===== src/rtl/fetch_unit.sv =====
// ---------------------------------------------------------------------------
// fetch_unit
//   Single-outstanding instruction fetch stage. Issues 16-bit halfword reads
//   to instruction memory, presents one instruction at a time to decode and
//   holds it until decode accepts it. Supports branch redirect and a
//   permanent halt that only reset can clear.
//
//   Optional build macro: FETCH_TIMEOUT_EN
//     When defined, a 4-bit counter watches FETCH cycles without imem_ack.
//     After 15 such cycles the unit raises fetch_err and halts. When it is
//     undefined, FETCH waits forever and fetch_err is tied low.
//
// Ports
//   clk, rst_n           clock / async active-low reset
//   imem_req, imem_addr  read request and halfword-aligned byte address
//   imem_ack, imem_rdata read data strobe (1-cycle pulse) and data
//   if_valid, if_instr   instruction presented to decode
//   if_pc, if_pc_plus2   address of if_instr and that address + 2
//   id_ready             decode consumes if_instr this cycle
//   halt                 decode saw a Halt in if_instr
//   redirect, redirect_pc taken branch and its target
//   halted, fetch_err    permanent stop / memory timeout
// ---------------------------------------------------------------------------
module fetch_unit (
  input  logic        clk,
  input  logic        rst_n,
  output logic        imem_req,
  output logic [15:0] imem_addr,
  input  logic        imem_ack,
  input  logic [15:0] imem_rdata,
  output logic        if_valid,
  output logic [15:0] if_instr,
  output logic [15:0] if_pc,
  output logic [15:0] if_pc_plus2,
  input  logic        id_ready,
  input  logic        halt,
  input  logic        redirect,
  input  logic [15:0] redirect_pc,
  output logic        halted,
  output logic        fetch_err
);

  typedef enum logic [1:0] {
    S_FETCH  = 2'd0,
    S_HOLD   = 2'd1,
    S_HALTED = 2'd2
  } state_e;

  state_e      state_q, state_d;
  logic [15:0] pc_q, pc_d;
  logic        req_q, req_d;
  logic        vld_q, vld_d;
  logic [15:0] instr_q, instr_d;
  logic [15:0] ifpc_q, ifpc_d;
  logic        halted_q, halted_d;
`ifdef FETCH_TIMEOUT_EN
  logic [3:0]  cnt_q, cnt_d;
  logic        err_q, err_d;
`endif

  // Branch targets are forced halfword aligned.
  logic [15:0] redir_tgt;
  assign redir_tgt = redirect_pc & 16'hFFFE;

  always_comb begin
    state_d  = state_q;
    pc_d     = pc_q;
    vld_d    = vld_q;
    instr_d  = instr_q;
    ifpc_d   = ifpc_q;
    halted_d = halted_q;
`ifdef FETCH_TIMEOUT_EN
    cnt_d    = cnt_q;
    err_d    = err_q;
`endif
    case (state_q)
      S_FETCH: begin
        if (redirect) begin
          // Redirect wins; an ack landing this cycle is for the old path.
          pc_d  = redir_tgt;
          vld_d = 1'b0;
`ifdef FETCH_TIMEOUT_EN
          cnt_d = 4'd0;
`endif
        end else if (req_q && imem_ack) begin
          // req_q gates the ack: it is low in the first cycle out of reset.
          instr_d = imem_rdata;
          ifpc_d  = pc_q;
          vld_d   = 1'b1;
          pc_d    = pc_q + 16'd2;
          state_d = S_HOLD;
`ifdef FETCH_TIMEOUT_EN
          cnt_d   = 4'd0;
`endif
        end
`ifdef FETCH_TIMEOUT_EN
        else if (req_q) begin
          cnt_d = cnt_q + 4'd1;
          if (cnt_q == 4'd14) begin
            err_d    = 1'b1;
            halted_d = 1'b1;
            state_d  = S_HALTED;
          end
        end
`endif
      end
      S_HOLD: begin
        if (redirect) begin
          pc_d    = redir_tgt;
          vld_d   = 1'b0;
          state_d = S_FETCH;
        end else if (id_ready) begin
          // halt only matters when the held instruction is consumed.
          vld_d = 1'b0;
          if (halt) begin
            halted_d = 1'b1;
            state_d  = S_HALTED;
          end else begin
            state_d  = S_FETCH;
          end
        end
      end
      S_HALTED: begin
        vld_d    = 1'b0;
        halted_d = 1'b1;
      end
      default: state_d = S_FETCH;
    endcase
    // Registered request: low through reset, high the cycle after entering
    // FETCH, low in HOLD/HALTED.
    req_d = (state_d == S_FETCH);
  end

  always_ff @(posedge clk or negedge rst_n) begin
    if (!rst_n) begin
      state_q  <= S_FETCH;
      pc_q     <= 16'h0000;
      req_q    <= 1'b0;
      vld_q    <= 1'b0;
      instr_q  <= 16'h0000;
      ifpc_q   <= 16'h0000;
      halted_q <= 1'b0;
`ifdef FETCH_TIMEOUT_EN
      cnt_q    <= 4'd0;
      err_q    <= 1'b0;
`endif
    end else begin
      state_q  <= state_d;
      pc_q     <= pc_d;
      req_q    <= req_d;
      vld_q    <= vld_d;
      instr_q  <= instr_d;
      ifpc_q   <= ifpc_d;
      halted_q <= halted_d;
`ifdef FETCH_TIMEOUT_EN
      cnt_q    <= cnt_d;
      err_q    <= err_d;
`endif
    end
  end

  assign imem_req    = req_q;
  assign imem_addr   = pc_q;
  assign if_valid    = vld_q;
  assign if_instr    = instr_q;
  assign if_pc       = ifpc_q;
  assign if_pc_plus2 = ifpc_q + 16'd2;
  assign halted      = halted_q;
`ifdef FETCH_TIMEOUT_EN
  assign fetch_err   = err_q;
`else
  assign fetch_err   = 1'b0;
`endif

endmodule

===== config.mk =====
export PLATFORM = sky130hd
export DESIGN_NAME = fetch_unit
export DESIGN_NICKNAME = d
export VERILOG_FILES = /design/src/rtl/fetch_unit.sv
export SDC_FILE = /design/constraint.sdc
export NUM_CORES = 1
export LEC_CHECK = 0
export CELL_PAD_IN_SITES_DETAIL_PLACEMENT = 0
export CELL_PAD_IN_SITES_GLOBAL_PLACEMENT = 1
export CORE_MARGIN = 3
export CORE_UTILIZATION = 35
export DETAILED_ROUTE_END_ITERATION = 8
export PLACE_DENSITY_LB_ADDON = 0.1
export SLEW_MARGIN = 5
export SYNTH_ARGS = -nofsm -noshare
export SYNTH_HDL_FRONTEND = slang
export SYNTH_SLANG_ARGS = --single-unit

===== constraint.sdc =====
create_clock -name clk -period 5.7 [get_ports clk]
set_clock_uncertainty 0.1 [all_clocks]
set_input_delay 0.855 -clock clk [delete_from_list [all_inputs] [get_ports clk]]
set_output_delay 0.855 -clock clk [all_outputs]
set_load 0.05 [all_outputs]

==> results of run 1 <==
-- routing by layer --
layer  part of all wire, %  vias to the layer above  global-route usage (%)
li1                      -                     1096                       -
met1                    46                     1068                    20.5
met2                    47                       65                    25.7
met3                   5.7                        5                    3.21
met4                  0.90                        0                    3.61
met5                     0                        -                       0
-- synthesized netlist by cell type (2+ instances only) --
master	instances
sky130_fd_sc_hd__nor2b_1	2
sky130_fd_sc_hd__a21oi_1	15
sky130_fd_sc_hd__and3_1	3
sky130_fd_sc_hd__o22ai_1	6
sky130_fd_sc_hd__xnor2_1	8
sky130_fd_sc_hd__buf_2	9
sky130_fd_sc_hd__o31ai_1	3
sky130_fd_sc_hd__nor4_1	2
sky130_fd_sc_hd__and4_1	3
sky130_fd_sc_hd__nor2_1	11
sky130_fd_sc_hd__dfrtp_1	51
sky130_fd_sc_hd__buf_4	5
sky130_fd_sc_hd__inv_1	7
sky130_fd_sc_hd__nand3_1	14
sky130_fd_sc_hd__a2bb2oi_1	10
sky130_fd_sc_hd__nand2_1	14
sky130_fd_sc_hd__ha_1	6
sky130_fd_sc_hd__nand2b_1	3
sky130_fd_sc_hd__xor2_1	5
sky130_fd_sc_hd__mux2_2	31
sky130_fd_sc_hd__o21ai_0	12
sky130_fd_sc_hd__buf_6	3
sky130_fd_sc_hd__nand4_1	6
sky130_fd_sc_hd__o32ai_1	3
sky130_fd_sc_hd__nor3_1	4
-- cell families after synthesis --
group / after synthesis / synth area share [%]
AND/OR/NAND/NOR: 69 / 14.0
adder cells (fa/ha/maj): 6 / 2.77
flip-flops: 51 / 47.2
XOR/XNOR: 13 / 4.21
AO/OA/AOI/OAI: 55 / 13.2
buffers and inverters: 24 / 5.27
other: 1 / 0.139
multiplexers: 32 / 13.3
-- area by class of cell --
type / instances / share of cell area [%]
sequential: 51 / 33.2
timing repair buffer: 103 / 26.5
clock buffer: 6 / 1.89
tap: 99 / 3.22
inverter: 7 / 0.683
multi-input combinational: 179 / 33.8
clock inverter: 1 / 0.781
-- registers in the layout, indices dropped and copies added (netlist names) --
name       cells
imem_addr     15
if_valid       1
imem_req       1
if_instr      16
halted         1
state_q        2
if_pc         15
-- per-stage QoR --
step,util (%),worst slack (ns),instance area (um^2),std cells,hold WS [ns]
detailed placement,50.8,2.47,3740,439,0.368
floorplan,-,2.46,2720,254,0.459
global route,52.2,1.97,3850,446,0.430
finish,52.2,2.21,3850,446,0.388
CTS,52.2,2.14,3850,446,0.399
global placement,50.8,2.50,3740,439,0.380
-- critical path, stage by stage, from the launching register on --
cell	delay, ns
sky130_fd_sc_hd__dfrtp_1	0.42
sky130_fd_sc_hd__ha_1	0.20
sky130_fd_sc_hd__nand3_1	0.14
sky130_fd_sc_hd__nor2_1	0.30
sky130_fd_sc_hd__nand3_1	0.18
sky130_fd_sc_hd__xnor2_1	0.16
sky130_fd_sc_hd__clkdlybuf4s50_1	0.82
-- worst max path at each step --
stage               slack, ns               to                 start  cells past startpoint
floorplan                2.46  if_pc_plus2[11]  if_pc[2]$_DFFE_PN0P_                      5
global placement         2.50  if_pc_plus2[15]  if_pc[2]$_DFFE_PN0P_                      6
detailed placement       2.47  if_pc_plus2[15]  if_pc[2]$_DFFE_PN0P_                      6
CTS                      2.14  if_pc_plus2[15]  if_pc[2]$_DFFE_PN0P_                      6
global route             1.97  if_pc_plus2[15]  if_pc[2]$_DFFE_PN0P_                      6
finish                   2.21  if_pc_plus2[15]  if_pc[1]$_DFFE_PN0P_                      6
==> metrics.txt, run 1 <==
# TYPE chip_impl_metric gauge
chip_impl_metric{name="grt_start_max_net_pins",unit=""} 52
chip_impl_metric{name="fmax",unit="MHz"} 287
chip_impl_metric{name="initial_core_util",unit="%"} 36.7
chip_impl_metric{name="die-height",unit="um"} 93.9
chip_impl_metric{name="routed_wirelength",unit="mm"} 6.70
chip_impl_info{name="postSynth.topFlopCell",value="sky130_fd_sc_hd__dfrtp_1"} 1
chip_impl_info{name="hold_path.startpoint",value="halted$_DFFE_PN0P_"} 1
chip_impl_metric{name="synth.avg_cell_area",unit="um^2"} 10.8
chip_impl_info{name="hp-class",value="reg -> reg"} 1
chip_impl_metric{name="cts_setup_buffers",unit=""} 0
chip_impl_metric{name="vias",unit=""} 2234
chip_impl_metric{name="cp_max_fo",unit=""} 5
chip_impl_metric{name="synth_cell_types",unit=""} 40
chip_impl_info{name="clockRootBuffer",value="sky130_fd_sc_hd__clkbuf_8"} 1
chip_impl_metric{name="finalSetupViolCount",unit=""} 0
chip_impl_metric{name="cts-hold-fix-buffers",unit=""} 0
chip_impl_metric{name="gr-usage-all-layers",unit="%"} 15.4
chip_impl_metric{name="worst_pin_slew",unit="ns"} 1.06
chip_impl_metric{name="numCtsBuffers",unit=""} 5
chip_impl_metric{name="fin_tns_setup",unit="ns"} 0
chip_impl_info{name="min_delay_worst_endpoint",value="halted$_DFFE_PN0P_"} 1
chip_impl_metric{name="reg2regPathDepth",unit=""} 6
chip_impl_metric{name="synth-seq-cells",unit=""} 51
chip_impl_metric{name="grt_pass1_vias",unit=""} 2173
chip_impl_info{name="layout_commonest_cell",value="sky130_fd_sc_hd__clkdlybuf4s50_1"} 1
chip_impl_metric{name="synth-async-reset-ratio",unit="%"} 100
chip_impl_metric{name="critical_path_arrival",unit="ns"} 2.53
chip_impl_metric{name="worst-endpoint-required",unit="ns"} 4.74
chip_impl_info{name="rsz0062_at_grt",value="false"} 1
chip_impl_metric{name="synth_edf_count",unit=""} 0
chip_impl_metric{name="grt.overflow.total",unit=""} 0
chip_impl_metric{name="max_cap_violations",unit=""} 0
chip_impl_info{name="critPathCaptureType",value="output port"} 1
chip_impl_metric{name="drt-vias-per-instance",unit=""} 5.01
chip_impl_metric{name="clock_latency",unit="ns"} 0.30
chip_impl_metric{name="post_route_cells_drive_above_1_share",unit="%"} 13.5
chip_impl_metric{name="max-slew-margin-rel",unit="%"} 29.0
chip_impl_metric{name="drt_iter0_drc",unit=""} 80
chip_impl_metric{name="sequential_cell_area",unit="um^2"} 1280
chip_impl_metric{name="layout.filler_cells",unit=""} 703
chip_impl_metric{name="area_growth",unit="%"} 42.1
chip_impl_info{name="netlist.top_cell.by_area",value="sky130_fd_sc_hd__dfrtp_1"} 1
chip_impl_info{name="critPathKind",value="reg -> out"} 1
chip_impl_metric{name="antenna_found_initial",unit=""} 0
chip_impl_metric{name="fp.coreArea",unit="um^2"} 7370
chip_impl_info{name="status",value="finished, final reports clean"} 1
chip_impl_metric{name="ys_warn_count",unit=""} 0
chip_impl_metric{name="num-nets-final",unit=""} 391
chip_impl_metric{name="cts.sink_count",unit=""} 51
chip_impl_metric{name="wl_per_cell",unit="um"} 15.0
chip_impl_info{name="critPathLaunchType",value="flop"} 1
chip_impl_metric{name="finalCritPeriodShare",unit="%"} 61.2
chip_impl_metric{name="r2r_slack",unit="ns"} 3.17
chip_impl_metric{name="buffer_ports.inserted",unit=""} 100
chip_impl_metric{name="placement_rows",unit=""} 31
chip_impl_metric{name="final-max-slew-violation-count",unit=""} 0
chip_impl_metric{name="grt_first_pass_wirelength",unit="mm"} 10.8
chip_impl_metric{name="h_tree_lvls",unit=""} 2
chip_impl_info{name="worst_r2r_startpoint",value="state_q[1]$_DFF_PN0_"} 1
chip_impl_info{name="mostFrequentLayoutCells",value="sky130_fd_sc_hd__clkdlybuf4s50_1, sky130_fd_sc_hd__dfrtp_1, sky130_fd_sc_hd__mux2_2, sky130_fd_sc_hd__a21oi_1"} 1
chip_impl_metric{name="place_congestion",unit=""} 0.770
chip_impl_metric{name="clk_path_buf_depth",unit=""} 2
chip_impl_metric{name="final_report_hold_violation_count",unit=""} 0
chip_impl_info{name="cts_tree",value="yes"} 1
chip_impl_metric{name="cts.repair.resized",unit=""} 0
chip_impl_metric{name="ioPinCount",unit=""} 106
chip_impl_metric{name="place_hpwl",unit="mm"} 4.86
chip_impl_metric{name="synth_area",unit="um^2"} 2710
chip_impl_metric{name="antenna_left",unit=""} 0
chip_impl_metric{name="floorplan.die_area",unit="um^2"} 8820
chip_impl_metric{name="diodes",unit=""} 0
chip_impl_metric{name="clk_slew_on_worst_s_h_paths",unit="ns"} 0.09
chip_impl_metric{name="drt-pass1-iter-count",unit=""} 4
chip_impl_metric{name="drc",unit=""} 0
chip_impl_metric{name="post_layout_minimum_cycle_time",unit="ns"} 3.49
chip_impl_info{name="r2r-end",value="imem_addr[14]$_DFFE_PN0P_"} 1
chip_impl_metric{name="multi_input_area",unit="um^2"} 1300
chip_impl_metric{name="worst_hold_path_depth",unit=""} 2
chip_impl_metric{name="synth_top_area_share",unit="%"} 47.2
chip_impl_info{name="yosys-top-cells-area",value="sky130_fd_sc_hd__dfrtp_1, sky130_fd_sc_hd__mux2_2, sky130_fd_sc_hd__a2bb2oi_1"} 1
chip_impl_metric{name="synthCells",unit=""} 251
chip_impl_metric{name="floorplan.die.width",unit="um"} 93.9
chip_impl_metric{name="ys_seq_area_share",unit="%"} 47.2
Power of run 1 is not shown: default switching activity piles up to over one toggle a cycle in this logic, so the estimate is an artifact.
==> run 2: changes to the inputs <==
Settings changed: CORE_UTILIZATION 35 to 30.
Clock period 5.7 ns to 3.15 ns, I/O delays scaled along.
==> run 2 against run 1 <==
Register-to-register slack worse by 2.3 ns. Worst setup slack worse by 2.0 ns. Critical path depth decreased by 1. Wire length up 4.7%. Critical path type unchanged. Hold slack got worse by 0.35 ns. Design area rose by 1.1%.
==> metrics.txt, run 2 (synthesis gave the netlist of run 1 again) <==
# TYPE chip_impl_metric gauge
chip_impl_metric{name="numCtsBuffers",unit=""} 5
chip_impl_metric{name="clk_path_buf_depth",unit=""} 2
chip_impl_info{name="critPathKind",value="reg -> out"} 1
chip_impl_info{name="clockRootBuffer",value="sky130_fd_sc_hd__clkbuf_8"} 1
chip_impl_metric{name="ioPinCount",unit=""} 106
chip_impl_info{name="critPathLaunchType",value="flop"} 1
chip_impl_metric{name="cts.sink_count",unit=""} 51
chip_impl_metric{name="worst-endpoint-required",unit="ns"} 2.58
chip_impl_info{name="layout_commonest_cell",value="sky130_fd_sc_hd__clkdlybuf4s50_1"} 1
chip_impl_metric{name="h_tree_lvls",unit=""} 2
chip_impl_metric{name="die-height",unit="um"} 101
chip_impl_metric{name="place_congestion",unit=""} 0.767
chip_impl_metric{name="clk_slew_on_worst_s_h_paths",unit="ns"} 0.09
chip_impl_metric{name="placement_rows",unit=""} 34
chip_impl_metric{name="worst_pin_slew",unit="ns"} 0.532
chip_impl_metric{name="grt.overflow.total",unit=""} 0
chip_impl_metric{name="drc",unit=""} 0
chip_impl_info{name="hp-class",value="in -> async"} 1
chip_impl_metric{name="buffer_ports.inserted",unit=""} 100
chip_impl_metric{name="cp_max_fo",unit=""} 6
chip_impl_metric{name="max_cap_violations",unit=""} 0
chip_impl_metric{name="floorplan.die_area",unit="um^2"} 10200
chip_impl_metric{name="place_hpwl",unit="mm"} 5.30
chip_impl_metric{name="vias",unit=""} 2240
chip_impl_metric{name="grt_first_pass_wirelength",unit="mm"} 11.2
chip_impl_info{name="rsz0062_at_grt",value="false"} 1
chip_impl_metric{name="num-nets-final",unit=""} 395
chip_impl_metric{name="fmax",unit="MHz"} 343
chip_impl_metric{name="largest_register_ff_count",unit=""} 16
chip_impl_metric{name="fp.coreArea",unit="um^2"} 8760
chip_impl_metric{name="post_layout_minimum_cycle_time",unit="ns"} 2.91
chip_impl_info{name="critPathCaptureType",value="output port"} 1
chip_impl_metric{name="initial_core_util",unit="%"} 30.9
chip_impl_metric{name="drt-vias-per-instance",unit=""} 4.88
chip_impl_metric{name="max-slew-margin-rel",unit="%"} 64.6
chip_impl_metric{name="wl_per_cell",unit="um"} 15.3
chip_impl_info{name="status",value="finished, final reports clean"} 1
chip_impl_metric{name="post_route_cells_drive_above_1_share",unit="%"} 15.1
chip_impl_metric{name="place_worst_setup_slack",unit="ns"} 0.362
chip_impl_metric{name="clock_latency",unit="ns"} 0.30
chip_impl_metric{name="antenna_left",unit=""} 0
chip_impl_metric{name="drt_iter0_drc",unit=""} 73
chip_impl_metric{name="cts_setup_buffers",unit=""} 0
chip_impl_info{name="cts_tree",value="yes"} 1
chip_impl_info{name="mostFrequentLayoutCells",value="sky130_fd_sc_hd__clkdlybuf4s50_1, sky130_fd_sc_hd__dfrtp_1, sky130_fd_sc_hd__mux2_2, sky130_fd_sc_hd__a21oi_1"} 1
chip_impl_metric{name="routed_wirelength",unit="mm"} 7.02
chip_impl_metric{name="gr-usage-all-layers",unit="%"} 13.7
chip_impl_metric{name="antenna_found_initial",unit=""} 0
chip_impl_metric{name="final-max-slew-violation-count",unit=""} 0
chip_impl_metric{name="cts.repair.resized",unit=""} 0
chip_impl_metric{name="grt_pass1_vias",unit=""} 2162
chip_impl_metric{name="critical_path_arrival",unit="ns"} 2.34
chip_impl_metric{name="post-route-worst-setup-slack",unit="ns"} 0.237
chip_impl_metric{name="diodes",unit=""} 0
chip_impl_metric{name="grt_start_max_net_pins",unit=""} 32
chip_impl_metric{name="layout.filler_cells",unit=""} 859
chip_impl_metric{name="finalCritPeriodShare",unit="%"} 92.5
chip_impl_metric{name="fin_tns_setup",unit="ns"} 0
chip_impl_metric{name="final_report_hold_violation_count",unit=""} 0
chip_impl_metric{name="area_growth",unit="%"} 43.6
chip_impl_metric{name="floorplan.die.width",unit="um"} 101
chip_impl_metric{name="cts-hold-fix-buffers",unit=""} 0
chip_impl_metric{name="drt-pass1-iter-count",unit=""} 4
chip_impl_metric{name="finalSetupViolCount",unit=""} 0
-- run 2: cell type report --
| type | count | area (um^2) | share of cell area (%) |
|---|---|---|---|
| Clock inverter | 1 | 30.0 | 0.772 |
| Multi-Input combinational cell | 179 | 1300 | 33.4 |
| Timing Repair Buffer | 107 | 1050 | 27.0 |
| Tap cell | 108 | 135 | 3.48 |
| Sequential cell | 51 | 1280 | 32.8 |
| Clock buffer | 6 | 72.6 | 1.87 |
| Inverter | 7 | 26.3 | 0.676 |
-- run 2: worst max-delay path, cell delays in order, from the launching register on --
cell                              delay, ns
sky130_fd_sc_hd__dfrtp_1               0.46
sky130_fd_sc_hd__and4_1                0.24
sky130_fd_sc_hd__nand2b_1              0.15
sky130_fd_sc_hd__nor3_1                0.20
sky130_fd_sc_hd__xor2_1                0.17
sky130_fd_sc_hd__clkdlybuf4s50_1       0.82
-- run 2: final timing paths --
kind	startpoint	to	slack [ns]	depth (start not counted)
min reg2reg	halted$_DFFE_PN0P_	halted$_DFFE_PN0P_	0.39	2
min in group clk	halted$_DFFE_PN0P_	halted$_DFFE_PN0P_	0.39	2
max reg2reg	state_q[1]$_DFF_PN0_	imem_addr[3]$_DFFE_PN0P_	0.92	7
max in group asynchronous	rst_n	imem_addr[14]$_DFFE_PN0P_	2.11	2
max	if_pc[3]$_DFFE_PN0P_	if_pc_plus2[12]	0.24	5
min	rst_n	if_pc[1]$_DFFE_PN0P_	0.04	1
-- run 2: stage by stage --
stage | area, um^2 | hold slack (ns) | utilization, % | std cells
after floorplan | 2720 | 0.0769 | - | 254
after global placement | 3780 | 0.380 | 43.1 | 452
after detailed placement | 3780 | 0.375 | 43.1 | 452
after CTS | 3880 | 0.0615 | 44.3 | 459
after global routing | 3890 | 0.0701 | 44.4 | 459
final | 3890 | 0.0351 | 44.4 | 459
-- run 2: metal layers --
| metal | GRT usage [%] | vias up | wire length [um] |
|---|---|---|---|
| li1 | - | 1109 | - |
| met1 | 18.9 | 1063 | 3240 |
| met2 | 22.3 | 62 | 3360 |
| met3 | 2.77 | 6 | 353 |
| met4 | 3.07 | 0 | 59 |
| met5 | 0 | - | 0 |
Power of run 2 is left out for the same reason.
==> run 3: changes to the inputs <==
Settings changed: ABC_AREA from default to 1, CORE_ASPECT_RATIO from default to 1.2, CORE_UTILIZATION 30 to 28.
==> run 3 against run 2 <==
Via count rose by 17%. Largest cell class unchanged. Core utilization fell by 2.2 points. First-iteration DRC count fell by 6.8%. Design area rose by 4.7%. Wire length rose by 9.3%. Sequential share of layout area fell by 1.5 points. Critical endpoint unchanged. Synthesized cell count rose by 47%. Synthesized area rose by 4.3%.
==> metrics.txt, run 3 <==
# TYPE chip_impl_metric gauge
chip_impl_metric{name="max-vdd-ir-drop",unit="mV"} 0.224
chip_impl_metric{name="grt_pass1_vias",unit=""} 2607
chip_impl_metric{name="max-slew-margin-rel",unit="%"} 52.6
chip_impl_metric{name="numCtsBuffers",unit=""} 5
chip_impl_metric{name="synth_edf_count",unit=""} 0
chip_impl_metric{name="drc",unit=""} 0
chip_impl_metric{name="grt_start_max_net_pins",unit=""} 52
chip_impl_metric{name="ys_warn_count",unit=""} 0
chip_impl_info{name="yosys.cell_count.top_type",value="sky130_fd_sc_hd__nand2_1"} 1
chip_impl_info{name="worst_r2r_startpoint",value="state_q[1]$_DFF_PN0_"} 1
chip_impl_info{name="status",value="finished, final reports clean"} 1
chip_impl_metric{name="max_cap_violations",unit=""} 0
chip_impl_info{name="critical-path-slowest-cell",value="sky130_fd_sc_hd__clkdlybuf4s50_1"} 1
chip_impl_metric{name="grt.overflow.total",unit=""} 0
chip_impl_metric{name="floorplan.die.width",unit="um"} 97.6
chip_impl_metric{name="clock_network_power_share",unit="%"} 41.7
chip_impl_metric{name="h_tree_lvls",unit=""} 2
chip_impl_metric{name="ioPinCount",unit=""} 106
chip_impl_metric{name="p_int",unit="W"} 0.00111
chip_impl_metric{name="place_congestion",unit=""} 0.790
chip_impl_info{name="synth.top_cells.by_count",value="sky130_fd_sc_hd__nand2_1, sky130_fd_sc_hd__dfrtp_1, sky130_fd_sc_hd__nor2_1"} 1
chip_impl_metric{name="cts-hold-fix-buffers",unit=""} 0
chip_impl_metric{name="diodes",unit=""} 0
chip_impl_info{name="top_layer",value="met4"} 1
chip_impl_metric{name="fin_tns_setup",unit="ns"} 0
chip_impl_info{name="cts_tree",value="yes"} 1
chip_impl_info{name="r2r-end",value="imem_addr[3]$_DFFE_PN0P_"} 1
chip_impl_metric{name="switching_share",unit="%"} 25.3
chip_impl_metric{name="ys_seq_area_share",unit="%"} 45.2
chip_impl_metric{name="reg2regPathDepth",unit=""} 9
chip_impl_metric{name="synthCells",unit=""} 368
chip_impl_metric{name="drt-pass1-iter-count",unit=""} 4
chip_impl_metric{name="initial_core_util",unit="%"} 29.2
chip_impl_info{name="rsz0062_at_grt",value="false"} 1
chip_impl_metric{name="area_growth",unit="%"} 44.2
chip_impl_metric{name="seq_power_share",unit="%"} 45.8
chip_impl_metric{name="r2r_slack",unit="ns"} 1.16
chip_impl_metric{name="synth_cell_types",unit=""} 26
chip_impl_metric{name="wl_per_cell",unit="um"} 13.0
chip_impl_metric{name="routed_wirelength",unit="mm"} 7.66
chip_impl_info{name="timing.critical_path.mode_cell",value="sky130_fd_sc_hd__nand2_1"} 1
chip_impl_metric{name="post_layout_minimum_cycle_time",unit="ns"} 2.92
chip_impl_metric{name="worst_pin_slew",unit="ns"} 0.710
chip_impl_metric{name="holdWs",unit="ns"} 0.198
chip_impl_metric{name="fp.coreArea",unit="um^2"} 9660
chip_impl_metric{name="max_stage_delay",unit="ns"} 0.82
chip_impl_metric{name="floorplan.die_area",unit="um^2"} 11300
chip_impl_metric{name="met2_wirelength",unit="mm"} 3.58
chip_impl_metric{name="layout.cell_area.non_filler",unit="um^2"} 4070
chip_impl_metric{name="cp_max_fo",unit=""} 5
chip_impl_metric{name="fmax",unit="MHz"} 342
chip_impl_metric{name="final_report_hold_violation_count",unit=""} 0
chip_impl_metric{name="synth_area",unit="um^2"} 2820
chip_impl_metric{name="placement_rows",unit=""} 39
chip_impl_metric{name="wl_met3",unit="um"} 392
chip_impl_info{name="clockRootBuffer",value="sky130_fd_sc_hd__clkbuf_16"} 1
chip_impl_metric{name="grt_first_pass_wirelength",unit="mm"} 12.9
chip_impl_info{name="path_cells",value="nand3_1, nor2_2, nand2_1, nor2_1, nand2_1, xnor2_1, clkdlybuf4s50_1"} 1
chip_impl_metric{name="die-height",unit="um"} 116
chip_impl_metric{name="cts.sink_count",unit=""} 51
chip_impl_metric{name="largest_register_ff_count",unit=""} 16
chip_impl_info{name="critPathKind",value="reg -> out"} 1
chip_impl_metric{name="antenna_left",unit=""} 0
chip_impl_metric{name="drt-vias-per-instance",unit=""} 4.44
chip_impl_info{name="critPathLaunchType",value="flop"} 1
chip_impl_metric{name="place_hpwl",unit="mm"} 5.66
chip_impl_metric{name="synth-seq-cells",unit=""} 51
chip_impl_info{name="postSynth.topFlopCell",value="sky130_fd_sc_hd__dfrtp_1"} 1
chip_impl_metric{name="synth_top_area_share",unit="%"} 45.2
chip_impl_metric{name="gr-usage-all-layers",unit="%"} 13.9
chip_impl_metric{name="routedLengthMet1",unit="mm"} 3.63
chip_impl_metric{name="antenna_found_initial",unit=""} 0
chip_impl_metric{name="num-nets-final",unit=""} 511
chip_impl_metric{name="clk_path_buf_depth",unit=""} 2
chip_impl_metric{name="buffer_ports.inserted",unit=""} 100
chip_impl_metric{name="synth-async-reset-ratio",unit="%"} 100
chip_impl_metric{name="finalCritPeriodShare",unit="%"} 92.7
chip_impl_info{name="mostFrequentLayoutCells",value="sky130_fd_sc_hd__nand2_1, sky130_fd_sc_hd__clkdlybuf4s50_1, sky130_fd_sc_hd__dfrtp_1, sky130_fd_sc_hd__nor2_1, sky130_fd_sc_hd__nand3_1"} 1
chip_impl_info{name="netlist.top_cell.by_area",value="sky130_fd_sc_hd__dfrtp_1"} 1
chip_impl_info{name="hp-class",value="in -> async"} 1
chip_impl_metric{name="cellLeakagePower",unit="nW"} 1.95
chip_impl_metric{name="netSwitchingPower",unit="W"} 0.000377
chip_impl_metric{name="critical_path_arrival",unit="ns"} 2.35
chip_impl_info{name="yosys-top-cells-area",value="sky130_fd_sc_hd__dfrtp_1, sky130_fd_sc_hd__nand2_1, sky130_fd_sc_hd__nor2_1"} 1
chip_impl_metric{name="drt_iter0_drc",unit=""} 68
chip_impl_metric{name="synth.avg_cell_area",unit="um^2"} 7.67
chip_impl_metric{name="clock_latency",unit="ns"} 0.29
chip_impl_metric{name="finish.utilization",unit="%"} 42.1
chip_impl_metric{name="power.total",unit="W"} 0.00149
chip_impl_metric{name="final-max-slew-violation-count",unit=""} 0
chip_impl_info{name="layout_commonest_cell",value="sky130_fd_sc_hd__nand2_1"} 1
chip_impl_metric{name="vias",unit=""} 2623
chip_impl_metric{name="clk_slew_on_worst_s_h_paths",unit="ns"} 0.07
chip_impl_metric{name="cellPowerDensity",unit="nW/um^2"} 367
chip_impl_metric{name="finalSetupViolCount",unit=""} 0
chip_impl_metric{name="dpl_cell_area",unit="um^2"} 3890
chip_impl_metric{name="post_route_cells_drive_above_1_share",unit="%"} 6.62
chip_impl_info{name="critPathCaptureType",value="output port"} 1
chip_impl_metric{name="worst-endpoint-required",unit="ns"} 2.58
chip_impl_metric{name="share_comb_of_total_power",unit="%"} 12.5
run 3: changes by cell type after synthesis, moves of 5 or more:
cell,before,now
sky130_fd_sc_hd__nand2_1,14,130
sky130_fd_sc_hd__o21ai_2,0,10
sky130_fd_sc_hd__o22ai_1,6,0
sky130_fd_sc_hd__nand3_1,14,27
sky130_fd_sc_hd__nor2_1,11,45
sky130_fd_sc_hd__buf_2,9,4
sky130_fd_sc_hd__a21oi_1,15,5
sky130_fd_sc_hd__o21ai_0,12,20
sky130_fd_sc_hd__inv_1,7,25
sky130_fd_sc_hd__a2bb2oi_1,10,0
sky130_fd_sc_hd__mux2_2,31,0
run 3: how the worst max path moves through the flow:
stage	start	endpoint	cells past startpoint
after floorplan	if_pc[2]$_DFFE_PN0P_	if_pc_plus2[13]	6
after global placement	if_pc[1]$_DFFE_PN0P_	if_pc_plus2[15]	6
after detailed placement	if_pc[1]$_DFFE_PN0P_	if_pc_plus2[15]	6
after CTS	if_pc[1]$_DFFE_PN0P_	if_pc_plus2[15]	6
after global routing	if_pc[3]$_DFFE_PN0P_	if_pc_plus2[12]	7
final	if_pc[3]$_DFFE_PN0P_	if_pc_plus2[12]	7
run 3: cells by family after synthesis:
group,Yosys count,synth area share (%)
AOI/OAI and AO/OA,40,8.69
xor gates and xnor gates,16,4.97
adders and majority gates,6,2.66
buffers and inverters,42,7.49
DFF,51,45.2
other,1,0.133
and+or+nand+nor,212,30.8
run 3: timing repair:
| item | CTS | global route |
|---|---|---|
| gates resized for setup | 0 | 3 |
| setup endpoints to repair | 0 | 3 |
| setup buffers | 0 | 0 |
run 3: layout make-up:
class | instances | area (um^2)
clock buffers | 5 | 125
flip-flops and latches | 51 | 1280
inverters | 29 | 109
repair buffers | 102 | 1020
fillers | 1037 | 5590
clock inverters | 3 | 43.8
well taps | 123 | 154
multi-input cells | 278 | 1350
run 3: worst max-delay path, delay by kind of cell (launching register included):
| kind | cells | cell delay (ns) |
|---|---|---|
| buf+inv | 1 | 0.82 |
| simple gates | 5 | 0.69 |
| flops | 1 | 0.42 |
| xor+xnor | 1 | 0.14 |
run 3: layer usage:
layer / GRT usage [%] / vias to the layer above
li1: - / 1354
met1: 18.5 / 1195
met2: 23.3 / 69
met3: 2.89 / 5
met4: 3.05 / 0
met5: 0 / -
run 3: power groups by stage:
stage / Sequential, W / Combinational, W / Clock (W)
after detailed placement: 0.000697 / 0.000189 / 0
after global placement: 0.000697 / 0.000189 / 0
after floorplan: 0.000731 / 0.0000598 / 0
after global routing: 0.000686 / 0.000205 / 0.000676
final: 0.000684 / 0.000187 / 0.000622
after CTS: 0.000684 / 0.000190 / 0.000644
run 3: through the flow:
stage,cells,setup WS [ns]
after CTS,591,0.0621
after floorplan,371,0.307
after detailed placement,583,0.381
after global placement,583,0.415
final,591,0.229
after global routing,591,0.0370
Note: power is estimated with default switching activity, not from simulation.
